### config.mk
export PLATFORM = sky130hd
export DESIGN_NAME = nts_tx_mac_framer
export DESIGN_NICKNAME = d
export VERILOG_FILES = /design/src/rtl/nts_tx_pkg.sv /design/src/rtl/nts_tx_skid_buffer.sv /design/src/rtl/nts_tx_mac_framer.sv
export SDC_FILE = /design/constraint.sdc
export NUM_CORES = 1
export LEC_CHECK = 0
export BUFFER_PORTS_ARGS = -buffer_cell sky130_fd_sc_hd__buf_2
export CAP_MARGIN = 20
export CORE_UTILIZATION = 30
export CTS_BUF_LIST = sky130_fd_sc_hd__clkbuf_2 sky130_fd_sc_hd__clkbuf_4 sky130_fd_sc_hd__clkbuf_8
export DETAILED_ROUTE_END_ITERATION = 10
export PLACE_DENSITY_LB_ADDON = 0.1
export SYNTH_ARGS = -nofsm -noshare
export SYNTH_HDL_FRONTEND = slang
export SYNTH_HIERARCHICAL = 1
export SYNTH_SLANG_ARGS = --single-unit
### constraint.sdc
create_clock -name i_clk -period 4 [get_ports i_clk]
set_clock_uncertainty 0.1 [all_clocks]
set_input_delay 0.2 -clock i_clk [delete_from_list [all_inputs] [get_ports i_clk]]
set_output_delay 0.2 -clock i_clk [all_outputs]
set_load 0.005 [all_outputs]
### src/rtl/nts_tx_pkg.sv
// Shared types and helpers for the NTS TX MAC framer: FSM state encoding,
// the skid-buffer entry layout and the last-word byte conversion functions.
package nts_tx_pkg;

   typedef enum logic [1:0] {
      IDLE,
      STREAM,
      ACK,
      GAP
   } tx_state_e;

   localparam int BYTES_PER_WORD = 8;

   typedef struct packed {
      logic [63:0] data;
      logic [7:0]  mask;
      logic        last;
   } tx_beat_t;

   // A byte count of 0 or above 8 means a full word.
   function automatic logic [3:0] clamp_bytes(input logic [3:0] n);
      logic [3:0] c;
      if (n == 4'd0 || n > 4'(BYTES_PER_WORD)) begin
         c = 4'(BYTES_PER_WORD);
      end else begin
         c = n;
      end
      return c;
   endfunction

   // n valid bytes -> LSB-justified byte-valid mask.
   function automatic logic [7:0] bytes_to_mask(input logic [3:0] n);
      return 8'hFF >> (4'(BYTES_PER_WORD) - clamp_bytes(n));
   endfunction

   // Move the n MSB-justified bytes of a network-order word down to the LSBs.
   function automatic logic [63:0] right_justify(input logic [63:0] data,
                                                 input logic [3:0]  n);
      logic [3:0] drop;
      drop = 4'(BYTES_PER_WORD) - clamp_bytes(n);
      return data >> {drop, 3'b000};
   endfunction

   function automatic logic [3:0] popcount8(input logic [7:0] m);
      logic [3:0] c;
      c = 4'd0;
      for (int i = 0; i < 8; i++) begin
         c = c + {3'b000, m[i]};
      end
      return c;
   endfunction

endpackage

### src/rtl/nts_tx_skid_buffer.sv
// Two-entry FIFO between the engine read port and the MAC. Entry 0 is the
// head and drives the MAC outputs directly, so the beat is always registered.
module nts_tx_skid_buffer
   import nts_tx_pkg::*;
(
   input  logic       i_clk,
   input  logic       i_areset_n,
   input  logic       push,
   input  tx_beat_t   push_beat,
   input  logic       pop,
   output tx_beat_t   head,
   output logic       head_valid,
   output logic [1:0] occupancy
);

   tx_beat_t   entry0;
   tx_beat_t   entry1;
   logic [1:0] count;
   logic       pop_ok;
   logic [1:0] wr_slot;

   assign pop_ok  = pop && (count != 2'd0);
   assign wr_slot = count - {1'b0, pop_ok};

   // Shift on pop, then write the incoming word into the first free slot
   // (the later non-blocking write wins when both touch entry 0).
   always_ff @(posedge i_clk or negedge i_areset_n) begin
      if (!i_areset_n) begin
         entry0 <= '0;
         entry1 <= '0;
         count  <= 2'd0;
      end else begin
         if (pop_ok) begin
            entry0 <= entry1;
         end
         if (push) begin
            if (wr_slot == 2'd0) begin
               entry0 <= push_beat;
            end else begin
               entry1 <= push_beat;
            end
         end
         count <= count + {1'b0, push} - {1'b0, pop_ok};
      end
   end

   assign head       = entry0;
   assign head_valid = (count != 2'd0);
   assign occupancy  = count;

endmodule

### src/rtl/nts_tx_mac_framer.sv
// NTS TX MAC framer: drains one finished packet from the engine TX buffer,
// streams it to the 64-bit MAC with ready/valid, right-justifies the last
// word, acknowledges the engine and then holds an inter-frame gap.
// Optional statistics counters are built only when NTS_TX_STATS_EN is defined.
module nts_tx_mac_framer
   import nts_tx_pkg::*;
#(
   parameter int MAC_DATA_WIDTH = 64,
   parameter int IFG_CYCLES     = 2
)
(
   input  logic                      i_clk,
   input  logic                      i_areset_n,
   input  logic                      i_dispatch_tx_packet_available,
   output logic                      o_dispatch_tx_packet_read,
   input  logic                      i_dispatch_tx_fifo_empty,
   output logic                      o_dispatch_tx_fifo_rd_en,
   input  logic [MAC_DATA_WIDTH-1:0] i_dispatch_tx_fifo_rd_data,
   input  logic [3:0]                i_dispatch_tx_bytes_last_word,
   output logic [MAC_DATA_WIDTH-1:0] o_mac_tx_data,
   output logic [7:0]                o_mac_tx_data_valid,
   output logic                      o_mac_tx_last,
   input  logic                      i_mac_tx_ready,
   output logic                      o_busy,
   output logic [31:0]               o_stat_frames,
   output logic [31:0]               o_stat_bytes
);

   localparam logic [3:0] GAP_LAST = 4'(IFG_CYCLES - 1);

   tx_state_e  state;
   tx_state_e  next_state;
   logic [3:0] gap_cnt;
   logic       rd_pending;
   logic       last_seen;
   logic       rd_en;
   logic       packet_read;
   logic       arriving_last;
   logic       beat_accept;
   logic [1:0] credit_used;
   tx_beat_t   push_beat;
   tx_beat_t   head;
   logic       head_valid;
   logic [1:0] occupancy;

   assign beat_accept   = head_valid && i_mac_tx_ready;
   assign arriving_last = rd_pending && i_dispatch_tx_fifo_empty;

   // Slots already committed once this cycle's accepted beat has left;
   // counting the freed slot keeps back-to-back beats without gaps.
   assign credit_used = occupancy - {1'b0, beat_accept} + {1'b0, rd_pending};

   // Format the word returning from the engine; only the last one is shifted.
   always_comb begin
      push_beat.data = i_dispatch_tx_fifo_rd_data;
      push_beat.mask = 8'hFF;
      push_beat.last = 1'b0;
      if (arriving_last) begin
         push_beat.data = right_justify(i_dispatch_tx_fifo_rd_data,
                                        i_dispatch_tx_bytes_last_word);
         push_beat.mask = bytes_to_mask(i_dispatch_tx_bytes_last_word);
         push_beat.last = 1'b1;
      end
   end

   nts_tx_skid_buffer u_skid (
      .i_clk      (i_clk),
      .i_areset_n (i_areset_n),
      .push       (rd_pending),
      .push_beat  (push_beat),
      .pop        (beat_accept),
      .head       (head),
      .head_valid (head_valid),
      .occupancy  (occupancy)
   );

   // State register plus read tracking and gap counter.
   always_ff @(posedge i_clk or negedge i_areset_n) begin
      if (!i_areset_n) begin
         state      <= IDLE;
         gap_cnt    <= 4'd0;
         rd_pending <= 1'b0;
         last_seen  <= 1'b0;
      end else begin
         state      <= next_state;
         rd_pending <= rd_en;
         gap_cnt    <= (state == GAP) ? gap_cnt + 4'd1 : 4'd0;
         if (state != STREAM) begin
            last_seen <= 1'b0;
         end else if (arriving_last) begin
            last_seen <= 1'b1;
         end
      end
   end

   // Next-state logic, engine read issue and acknowledge pulse.
   always_comb begin
      next_state  = state;
      rd_en       = 1'b0;
      packet_read = 1'b0;
      case (state)
         IDLE: begin
            if (i_dispatch_tx_packet_available) begin
               next_state = i_dispatch_tx_fifo_empty ? ACK : STREAM;
            end
         end
         STREAM: begin
            rd_en = !i_dispatch_tx_fifo_empty && !last_seen &&
                    (credit_used < 2'd2);
            if (beat_accept && head.last) begin
               next_state = ACK;
            end
         end
         ACK: begin
            packet_read = 1'b1;
            next_state  = (IFG_CYCLES == 0) ? IDLE : GAP;
         end
         GAP: begin
            if (gap_cnt == GAP_LAST) begin
               next_state = IDLE;
            end
         end
         default: begin
            next_state = IDLE;
         end
      endcase
   end

   assign o_dispatch_tx_fifo_rd_en  = rd_en;
   assign o_dispatch_tx_packet_read = packet_read;
   assign o_busy                    = (state != IDLE);
   assign o_mac_tx_data             = head_valid ? head.data : '0;
   assign o_mac_tx_data_valid       = head_valid ? head.mask : 8'h00;
   assign o_mac_tx_last             = head_valid && head.last;

`ifdef NTS_TX_STATS_EN
   logic        frame_nonempty;
   logic [31:0] stat_frames;
   logic [31:0] stat_bytes;

   // Frames count on the acknowledge of a packet that carried data; bytes
   // count only beats the MAC actually accepted.
   always_ff @(posedge i_clk or negedge i_areset_n) begin
      if (!i_areset_n) begin
         frame_nonempty <= 1'b0;
         stat_frames    <= 32'd0;
         stat_bytes     <= 32'd0;
      end else begin
         if (state == IDLE) begin
            frame_nonempty <= i_dispatch_tx_packet_available &&
                              !i_dispatch_tx_fifo_empty;
         end
         if (state == ACK && frame_nonempty) begin
            stat_frames <= stat_frames + 32'd1;
         end
         if (beat_accept) begin
            stat_bytes <= stat_bytes + 32'(popcount8(head.mask));
         end
      end
   end

   assign o_stat_frames = stat_frames;
   assign o_stat_bytes  = stat_bytes;
`else
   assign o_stat_frames = 32'd0;
   assign o_stat_bytes  = 32'd0;
`endif

endmodule

=== Word level (Yosys, flattened, before mapping) ===
Index checks and enable logic that the tools add are counted.

* $lt $le $gt $ge: 2
* Equality and inequality tests: 8
* Bitwise operators: 1
* Shift operators: 2
* Reductions and logical operators: 18
* Add/subtract/negate cells: 7
* Mux-type cells: 18

{| class="wikitable"
|+ Operators with widths
! kind !! count
|-
| $mux 73 || 4
|-
| $mux 64 || 1
|-
| $shr 64x7->64 || 1
|-
| $mux 4 || 3
|-
| $mux 2 || 4
|-
| $mux 8 || 1
|-
| $pmux 2 s4 || 1
|-
| $shr 8x4->8 const A || 1
|-
| $logic_and 1x1->1 || 7
|-
| $reduce_bool 2->1 || 3
|-
| $sub 2x1->2 || 3
|-
| $add 2x1->2 || 2
|-
| $add 4x1->4 const B || 1
|-
| $eq 2x2->1 const B || 2
|-
| $eq 4x1->1 const B || 1
|-
| $gt 4x4->1 const B || 1
|-
| $logic_not 2->1 || 2
|-
| $logic_not 4->1 || 1
|-
| $mux 1 || 4
|-
| $ne 2x1->1 const B || 2
|-
| $ne 2x2->1 const B || 2
|-
| $sub 4x4->4 const A || 1
|-
| $reduce_and 3->1 || 1
|-
| $eq 2x1->1 const B || 1
|-
| 5 further kinds || 6
|}

* Output and inout bits: 140
* Word-level logic and storage cells: 67
* Register bits: 156
* Input port bits: 73

=== Logic depth before layout (Yosys ltp) ===
Gate-level depths: netlist of run 1.

* Word-level depth: 9
* Depth in mapped cells: 12
* Mapped depth without buffers: 9

=== Hierarchy ===
The synthesis of run 1 kept the hierarchy.

{| class="wikitable"
|+ Modules (own cells, without submodules)
! module !! times used !! cells each !! sequential area each (um^2) !! area an instance (um^2)
|-
| nts_tx_skid_buffer || 1 || 400 || 3,703.6 || 6,712.7
|-
| nts_tx_mac_framer || 1 || 514 || 200.2 || 3,723.6
|}

=== Worst setup path after synthesis of run 1 ===
OpenSTA, ideal clock, no wires.

* Path type: input to register
* From: input i_dispatch_tx_bytes_last_word[3]
* To: register u_skid.entry0 (netlist bit u_skid/head[25])
* Data required time: 3,775 ps
* Stages on the path: 12
* Buffers on the path: 4
* Arrival time: 2,302 ps
* Slack: 1,473 ps
* Setup time: 125 ps
* Cells stage by stage: nand2b_4 buf_6 buf_2 ha_1 inv_1 ha_1 nor2b_1 buf_2 clkbuf_1 a32oi_1 a31o_1 mux2_4

{| class="wikitable"
|+ RTL lines
! item !! line !! RTL
|-
| start, declared || nts_tx_mac_framer.sv:19 || <nowiki>input logic [3:0] i_dispatch_tx_bytes_last_word,</nowiki>
|-
| end signal, assigned || nts_tx_skid_buffer.sv:34 || <nowiki>entry0 <= entry1;</nowiki>
|-
| end signal, assigned || nts_tx_skid_buffer.sv:38 || <nowiki>entry0 <= push_beat;</nowiki>
|-
| end, declared || nts_tx_skid_buffer.sv:16 || <nowiki>tx_beat_t entry0;</nowiki>
|}

=== Final worst setup path of run 1 ===
* From: register u_skid.count[1], in the netlist u_skid/occupancy[1]
* To: output o_dispatch_tx_fifo_rd_en

* Longest elaborated chain between the ends: 7

{| class="wikitable"
|+ Ends and longest elaborated chain
! item !! line !! RTL
|-
| start, declared || nts_tx_skid_buffer.sv:18 || <nowiki>logic [1:0] count;</nowiki>
|-
| start signal, assigned || nts_tx_skid_buffer.sv:43 || <nowiki>count <= count + {1'b0, push} - {1'b0, pop_ok};</nowiki>
|-
| $reduce_bool 2->1 || nts_tx_skid_buffer.sv:48 || <nowiki>assign head_valid = (count != 2'd0);</nowiki>
|-
| via head_valid || nts_tx_mac_framer.sv:43 || <nowiki>logic head_valid;</nowiki>
|-
| $logic_and 1x1->1 || nts_tx_mac_framer.sv:46 || <nowiki>assign beat_accept = head_valid && i_mac_tx_ready;</nowiki>
|-
| via beat_accept || nts_tx_mac_framer.sv:39 || <nowiki>logic beat_accept;</nowiki>
|-
| $sub 2x1->2 || nts_tx_mac_framer.sv:51 || <nowiki>assign credit_used = occupancy - {1'b0, beat_accept} + {1'b0, rd_pending};</nowiki>
|-
| $add 2x1->2 || nts_tx_mac_framer.sv:51 ||
|-
| $lt 2x2->1 || nts_tx_mac_framer.sv:109 || <nowiki>(credit_used < 2'd2);</nowiki>
|-
| $logic_and 1x1->1 || nts_tx_mac_framer.sv:108 || <nowiki>rd_en = !i_dispatch_tx_fifo_empty && !last_seen &&</nowiki>
|-
| $mux 1 || nts_tx_mac_framer.sv:101 || <nowiki>case (state)</nowiki>
|-
| end, declared || nts_tx_mac_framer.sv:17 || <nowiki>output logic o_dispatch_tx_fifo_rd_en,</nowiki>
|}

The timed path passes the listed nets, and every way through them passes these cells.

==> results of run 1 <==
[per-stage QoR]
stage,hold WS (ns),power [mW],utilization
floorplan,-0.1956,5.331,-
global placement,0.2195,6.337,0.3323
detailed placement,0.2029,6.398,0.3323
CTS,0.003775,7.767,0.3458
global route,0.04572,8.208,0.3458
finish,0.04816,7.629,0.3462
[cell usage in the layout, fill, tap and decap left out, types with 9 or more instances in the layout]
cell	instances
and2_1	93
nor2_1	13
ha_1	13
clkbuf_8	20
o21ai_0	12
o22ai_1	16
dfrtp_1	156
mux2_2	99
a21oi_1	24
o21a_1	9
nand3_1	10
mux2_4	70
mux2i_1	36
mux2_1	50
buf_4	10
a22o_1	17
conb_1	66
nand2_1	64
a32o_1	16
buf_2	147
[cells in the mapped netlist (all sizes together)]
| library cell | number | area share |
|---|---|---|
| a21oi | 25 | 0.012 |
| a221oi | 8 | 0.012 |
| a222oi | 1 | 0.00096 |
| a22o | 17 | 0.014 |
| a22oi | 1 | 0.00072 |
| a31o | 8 | 0.0067 |
| a32o | 16 | 0.015 |
| a32oi | 8 | 0.0067 |
| and2 | 93 | 0.056 |
| buf | 111 | 0.080 |
| clkbuf | 20 | 0.0072 |
| conb | 2 | 0.00072 |
| dfrtp | 156 | 0.37 |
| ha | 13 | 0.016 |
| inv | 12 | 0.0043 |
| mux2 | 219 | 0.26 |
| mux2i | 36 | 0.035 |
| mux4 | 8 | 0.017 |
| nand2 | 64 | 0.023 |
| nand2b | 5 | 0.0037 |
| nand3 | 10 | 0.0048 |
| nor2 | 13 | 0.0047 |
| nor2b | 5 | 0.0030 |
| nor3 | 1 | 0.00096 |
| nor4b | 1 | 0.00084 |
| o21a | 9 | 0.0065 |
| o21ai | 20 | 0.010 |
| o22a | 7 | 0.0059 |
| o22ai | 16 | 0.0096 |
| or2 | 1 | 0.00060 |
| or3b | 1 | 0.00084 |
| xnor2 | 6 | 0.0050 |
| xor2 | 1 | 0.00084 |
[worst min path at each step]
stage / from / end / slack, ns / cells past startpoint
floorplan: i_areset_n / gap_cnt[0]$_DFF_PN0_ / -0.20 / 0
global placement: i_areset_n / u_skid/head[69]$_DFF_PN0_ / 0.22 / 1
detailed placement: i_areset_n / u_skid/head[69]$_DFF_PN0_ / 0.20 / 1
CTS: i_dispatch_tx_packet_available / state[1]$_DFFE_PN0P_ / 0.004 / 4
global route: i_dispatch_tx_packet_available / state[1]$_DFFE_PN0P_ / 0.05 / 4
finish: i_dispatch_tx_packet_available / state[0]$_DFFE_PN0P_ / 0.05 / 4
[worst reg2reg max path, delay by kind of cell, from the launching register on]
family,cells,cell delay [ns]
mux,1,0.42
buf+inv,1,0.50
flops,1,0.50
simple gates,4,1.13
[cell families after synthesis]
group                      share of synthesized area
muxes                                         0.3133
and+or+nand+nor                              0.09819
DFF                                           0.3741
buffers and inverters                        0.09148
AOI/OAI and AO/OA                             0.1008
adders and majority gates                    0.01559
xor gates and xnor gates                    0.005875
other                                      0.0007196
[state kept, by name, summed over array words and instances (netlist names)]
name              flops
u_skid/entry1        73
last_seen             1
u_skid/occupancy      2
rd_pending            1
state                 2
u_skid/head          73
gap_cnt               4
[power breakdown]
group	internal, mW	leakage [nW]	switching, mW	total, mW
clock network	0.673	0.216	0.661	1.33
registers	2.32	1.90	0.407	2.73
logic	2.12	3.54	1.45	3.57
[metal layers]
| layer | global-route usage | vias up | share of wire |
|---|---|---|---|
| li1 | - | 3367 | - |
| met1 | 0.2603 | 3643 | 0.50 |
| met2 | 0.2634 | 193 | 0.45 |
| met3 | 0.03278 | 9 | 0.044 |
| met4 | 0.03536 | 0 | 0.0066 |
| met5 | 0 | - | 0 |
[cell type report]
cell class / instances / area (µm²) / share of cell area
flip-flops and latches: 156 / 3904 / 0.3330
inverters: 12 / 45.04 / 0.003842
repair buffers: 164 / 922.1 / 0.07866
well taps: 448 / 560.5 / 0.04781
clock buffers: 20 / 275.3 / 0.02348
multi-input cells: 679 / 5842 / 0.4983
diodes: 5 / 12.51 / 0.001067
clock inverters: 12 / 162.7 / 0.01387
[repair_timing]
item	in CTS	in global routing
endpoints found under the hold margin	78	0
hold buffers	2	0
resized for setup	0	0
==> results.md, run 1 <==
* Outcome: finished clean
* Cts bufs inserted at 17
* Number of global-route vias before repair at ~7000
* Post-synth cell types at between 40 and 50
* Cell row count at between 60 and 70
* Total GRT Usage at 0.1756
* Worst Path Max Fanout at 6
* Post-Place Worst Slack at between 1 and 1.5 ns
* R2R Setup Slk at between 1 and 1.5 ns
* PortBufs at 148
* Syn_area_per_cell at 11.42 µm²
* Clk root buf: clkbuf_8
* Peak Freq at about 350 MHz
* Drt total wl at 30950 µm
* Max clock buf depth at 2
* Drc violations at 0
* Worst setup margin at roughly 1.2 ns
* Initial antenna violation count at 5
* Post-CTS setup buffer count at 0
* Critical path class: reg -> out
* Delay-heaviest family, CP: simple AND/OR/NAND/NOR gates
* Htree depth at 4
* Final setup TNS at 0 ns
* Clock latency on the worst-skew pair at ~0.47 ns
* Period minus WS final at 2.847 ns
* Stages on the worst setup path at 7
* Ys Warns at 6
* Register area share after synthesis at 0.3741
* FF-to-FF End: u_skid/head[20]$_DFF_PN0_
* Crit-path most repeated cell: xnor2_1
* Final Instance Count excl. Fillers at 1496
* Hold crit path type: in -> reg
* Clk sink count at 156
* Crit path largest cell delay at 0.50 ns
* Fin area at about 12000 µm²
* R2r startpoint: u_skid/occupancy[1]$_DFF_PN0_
* Leak at 5.659 nW
* Via count at 7212
* Peak VDD IR at ~0.28 mV
* Io pins at 213
* Cells after DPL at 1457
* Core area at roughly 34000 µm²
* DR iter-0 viols at ~420
* Max_cap viols at 0
* Share of cells above drive strength 1 at 0.3758
* Die X at between 150 and 200 µm
* Largest net degree at the start of global routing at 81
* PwrDens at about 650 nW/µm²
* R2R depth at 6
* Remaining Overflow, GRT at 0
* Die ar. at 35540 µm²
* CP Capture Type: output pin
* DR pass1 iterations at 6
* CP max stage cell: dfrtp_1
* Post-DP HPWL at about 22000 µm
* Req. time, crit path at between 3 and 4 ns
* CTS tree: done
* Routed WL per cell at approximately 21 µm
* CP cell instances: or2_2 -> and2_1 -> ha_1 -> xnor2_1 -> xnor2_1 -> nor4b_1 -> buf_2
* Final hold vios at 0
* Worst path buffer plus inverter count at 1
* RSZ-0062 raised after global routing: no
* Initial Util at 0.3081
* Clock slew at reported path FFs at roughly 0.080 ns
* Worst-Margin Slew at 0.9958 ns
* Final period util at 0.7118
* Routed vias/inst at 4.821
* Arrival time worst endpoint at between 2 and 3 ns
* Crit. Startpoint: u_skid/occupancy[1]$_DFF_PN0_
* Area after DPL at 11250 µm²
* Endpoints failing setup at 0
* Startpoint Class: register
* Post-Syn Area at between 10000 and 15000 µm²
* Worst setup path end: o_dispatch_tx_fifo_rd_en
* Fillcell total at around 3500
* Register bit total from synthesis at approximately 160
* Die Ht at 188.5 µm
* Cells after Synth at about 910
* Final ANT Viol Nets at 0
* Global-route wire length before repair at about 47000 µm
* Slew headroom at 0.3361
* Placer Congestion at about 0.76
* Nets@finish at 1116
* Area delta synth->final at 12.34%
* Max-slew violations at 0
Power figures use the tool's default switching activity.
==> run 2: changes to the inputs <==
- clock period: 4 -> 2.93 ns (I/O delays scaled with it)
==> results.md, run 2 (synthesized netlist as in run 1, its figures left out) <==
* Outcome: finished clean
* Area delta synth->final at 13.37%
* Nets@finish at 1127 (+0.99%)
* Total GRT Usage at 0.1755 (about the same)
* Post-layout util at 0.3493 (+0.003177)
* Req. time, crit path at 2.68 ns (-1.02 ns)
* PwrDens at 869.6 nW/µm² (+34%)
* Final hold vios at 0 (unchanged)
* Drc violations at 0 (unchanged)
* Max-slew violations at 0 (unchanged)
* Die Ht at 188.5 µm (unchanged)
* Final ANT Viol Nets at 0 (unchanged)
* Slew headroom at 0.3713 (+0.03517)
* WHS at 0.05424 ns (+0.006082 ns)
* Period minus WS final at approximately 2.8 ns
* Gate power share at 0.479 (+0.011)
* Leak at 5.711 nW (+0.93%)
* DR iter-0 viols at 447 (+5.7%)
* Critical path class: reg -> out
* Peak VDD IR at 0.2820 mV (+1.0%)
* Initial antenna violation count at 0 (-5)
* Max clock buf depth at 2 (unchanged)
* Fillcell total at 3546 (+2.0%)
* Post-DP HPWL at 22410 µm (+1.6%)
* Remaining Overflow, GRT at 0 (unchanged)
* Worst setup margin at 0.1720 ns (-0.9809 ns)
* Share of cells above drive strength 1 at 0.3824 (+0.006514)
* Htree depth at 4 (unchanged)
* Routed WL per cell at 20.50 µm (-0.92%)
* Endpoints failing setup at 0 (unchanged)
* Cts bufs inserted at 17 (unchanged)
* Commonest cells after routing, fill and taps aside: 156 x dfrtp_1, 147 x buf_2, 99 x mux2_2
* Via count at 7284 (+1.0%)
* Worst-Margin Slew at 0.9431 ns (-0.05276 ns)
* Worst Path Max Fanout at 6 (unchanged)
* Clock slew at reported path FFs at 0.09 ns (about the same)
* Final period util at 0.9413
* Peak Freq at 362.6 MHz
* DR pass1 iterations at 7 (+1)
* Clock network power share at 0.161 (-0.014)
* Arrival time worst endpoint at 2.51 ns (-0.04 ns)
* Initial Util at 0.3081 (unchanged)
* RSZ-0062 raised after global routing: no
* Clk root buf: clkbuf_8
* Cell row count at 67 (unchanged)
* CP Capture Type: output pin
* Max_cap viols at 0 (unchanged)
* Flop pwr share at 0.360 (+0.003)
* Post-Place Worst Slack at 0.4003 ns (-0.7511 ns)
* Routed vias/inst at 4.850 (+0.59%)
* Number of global-route vias before repair at 7213 (+2.5%)
* Core area at 33870 µm² (unchanged)
* Placer Congestion at 0.8189 (+7.8%)
* Drt total wl at 30790 µm (-0.52%)
* Final setup TNS at 0 ns (unchanged)
* Die X at 188.5 µm (unchanged)
* Antenna diodes at 0 (-5)
* Hold crit path type: in -> reg
* Global-route wire length before repair at 46730 µm (about the same)
* Die ar. at 35540 µm² (unchanged)
* CTS tree: done
* PortBufs at 148 (unchanged)
* Startpoint Class: register
* Post-CTS setup buffer count at 0 (unchanged)
* Sw Ratio at 0.3352 (+0.005261)
* Net Switching at 3.449 mW (+37%)
* Io pins at 213 (unchanged)
* Most common cell after layout, fill and taps aside: dfrtp_1
* Clk sink count at 156 (unchanged)
* Largest net degree at the start of global routing at 74 (-8.6%)
* Clock latency on the worst-skew pair at 0.47 ns (about the same)
* Internal cell power at 6.840 mW (+34%)
[run 2: changes by cell type in the layout (fill, tap and decap cells not counted), moves of 2 or more]
cell | before | now
buf_12 | 4 | 10
diode_2 | 5 | 0
buf_4 | 10 | 14
inv_6 | 1 | 5
bufinv_16 | 3 | 1
clkinv_4 | 5 | 3
clkinvlp_4 | 2 | 4
[run 2: per-layer routing]
metal | GRT usage | part of all wire | vias to the layer above | wire length (µm)
met5 | 0 | 0 | - | 0
met4 | 0.04094 | 0.011 | 0 | 351
met3 | 0.01844 | 0.037 | 20 | 1149
met2 | 0.2694 | 0.45 | 198 | 13920
met1 | 0.2621 | 0.50 | 3683 | 15370
li1 | - | - | 3383 | -
[run 2: stage by stage]
| step | std cells | instance area (µm²) | total power [mW] |
|---|---|---|---|
| global placement | 1467 | 11400 | 8.678 |
| global route | 1502 | 11830 | 11.07 |
| detailed placement | 1467 | 11400 | 8.772 |
| floorplan | 978 | 10680 | 7.278 |
| finish | 1502 | 11830 | 10.29 |
| CTS | 1502 | 11830 | 10.50 |
[run 2: what timing repair did]
action,in CTS,in global routing
setup endpoints to repair,1,0
resized for setup,1,0
endpoints found under the hold margin,73,0
hold buffers,3,0
[run 2: area by class of cell]
class                           count  area [µm²]  share of cell area
Timing Repair Buffer              175        1082             0.09148
Multi-Input combinational cell    679        5848              0.4943
Tap cell                          448       560.5             0.04738
Clock inverter                     13       130.1             0.01100
Inverter                           12       45.04            0.003807
Sequential cell                   156        3904              0.3300
Clock buffer                       19       261.5             0.02210
[run 2: path summary, 6_finish.rpt]
kind,start,to,slack (ns),cells after the start
min in group asynchronous,i_areset_n,u_skid/head[68]$_DFF_PN0_,0.17,2
max,u_skid/occupancy[1]$_DFF_PN0_,o_dispatch_tx_fifo_rd_en,0.17,7
min reg2reg,last_seen$_DFFE_PN0P_,rd_pending$_DFF_PN0_,0.37,1
max in group asynchronous,i_areset_n,u_skid/head[21]$_DFF_PN0_,1.76,3
max reg2reg,u_skid/occupancy[1]$_DFF_PN0_,u_skid/head[32]$_DFF_PN0_,0.49,6
min,i_dispatch_tx_fifo_rd_data[40],u_skid/head[49]$_DFF_PN0_,0.05,4
[run 2: power by group through the flow]
| stage | combinational, mW | clock (mW) | sequential (mW) |
|---|---|---|---|
| global route | 5.40 | 1.83 | 3.85 |
| floorplan | 3.77 | 0 | 3.51 |
| CTS | 5.03 | 1.74 | 3.72 |
| global placement | 4.91 | 0 | 3.77 |
| detailed placement | 5.01 | 0 | 3.77 |
| finish | 4.93 | 1.66 | 3.70 |
[run 2: critical path, stage by stage (launching register included)]
cell and delay (ns):
dfrtp_1 0.50, or2_2 0.35, and2_1 0.21, ha_1 0.31
nor2b_1 0.14, xnor2_1 0.10, nor4b_2 0.28, buf_2 0.17
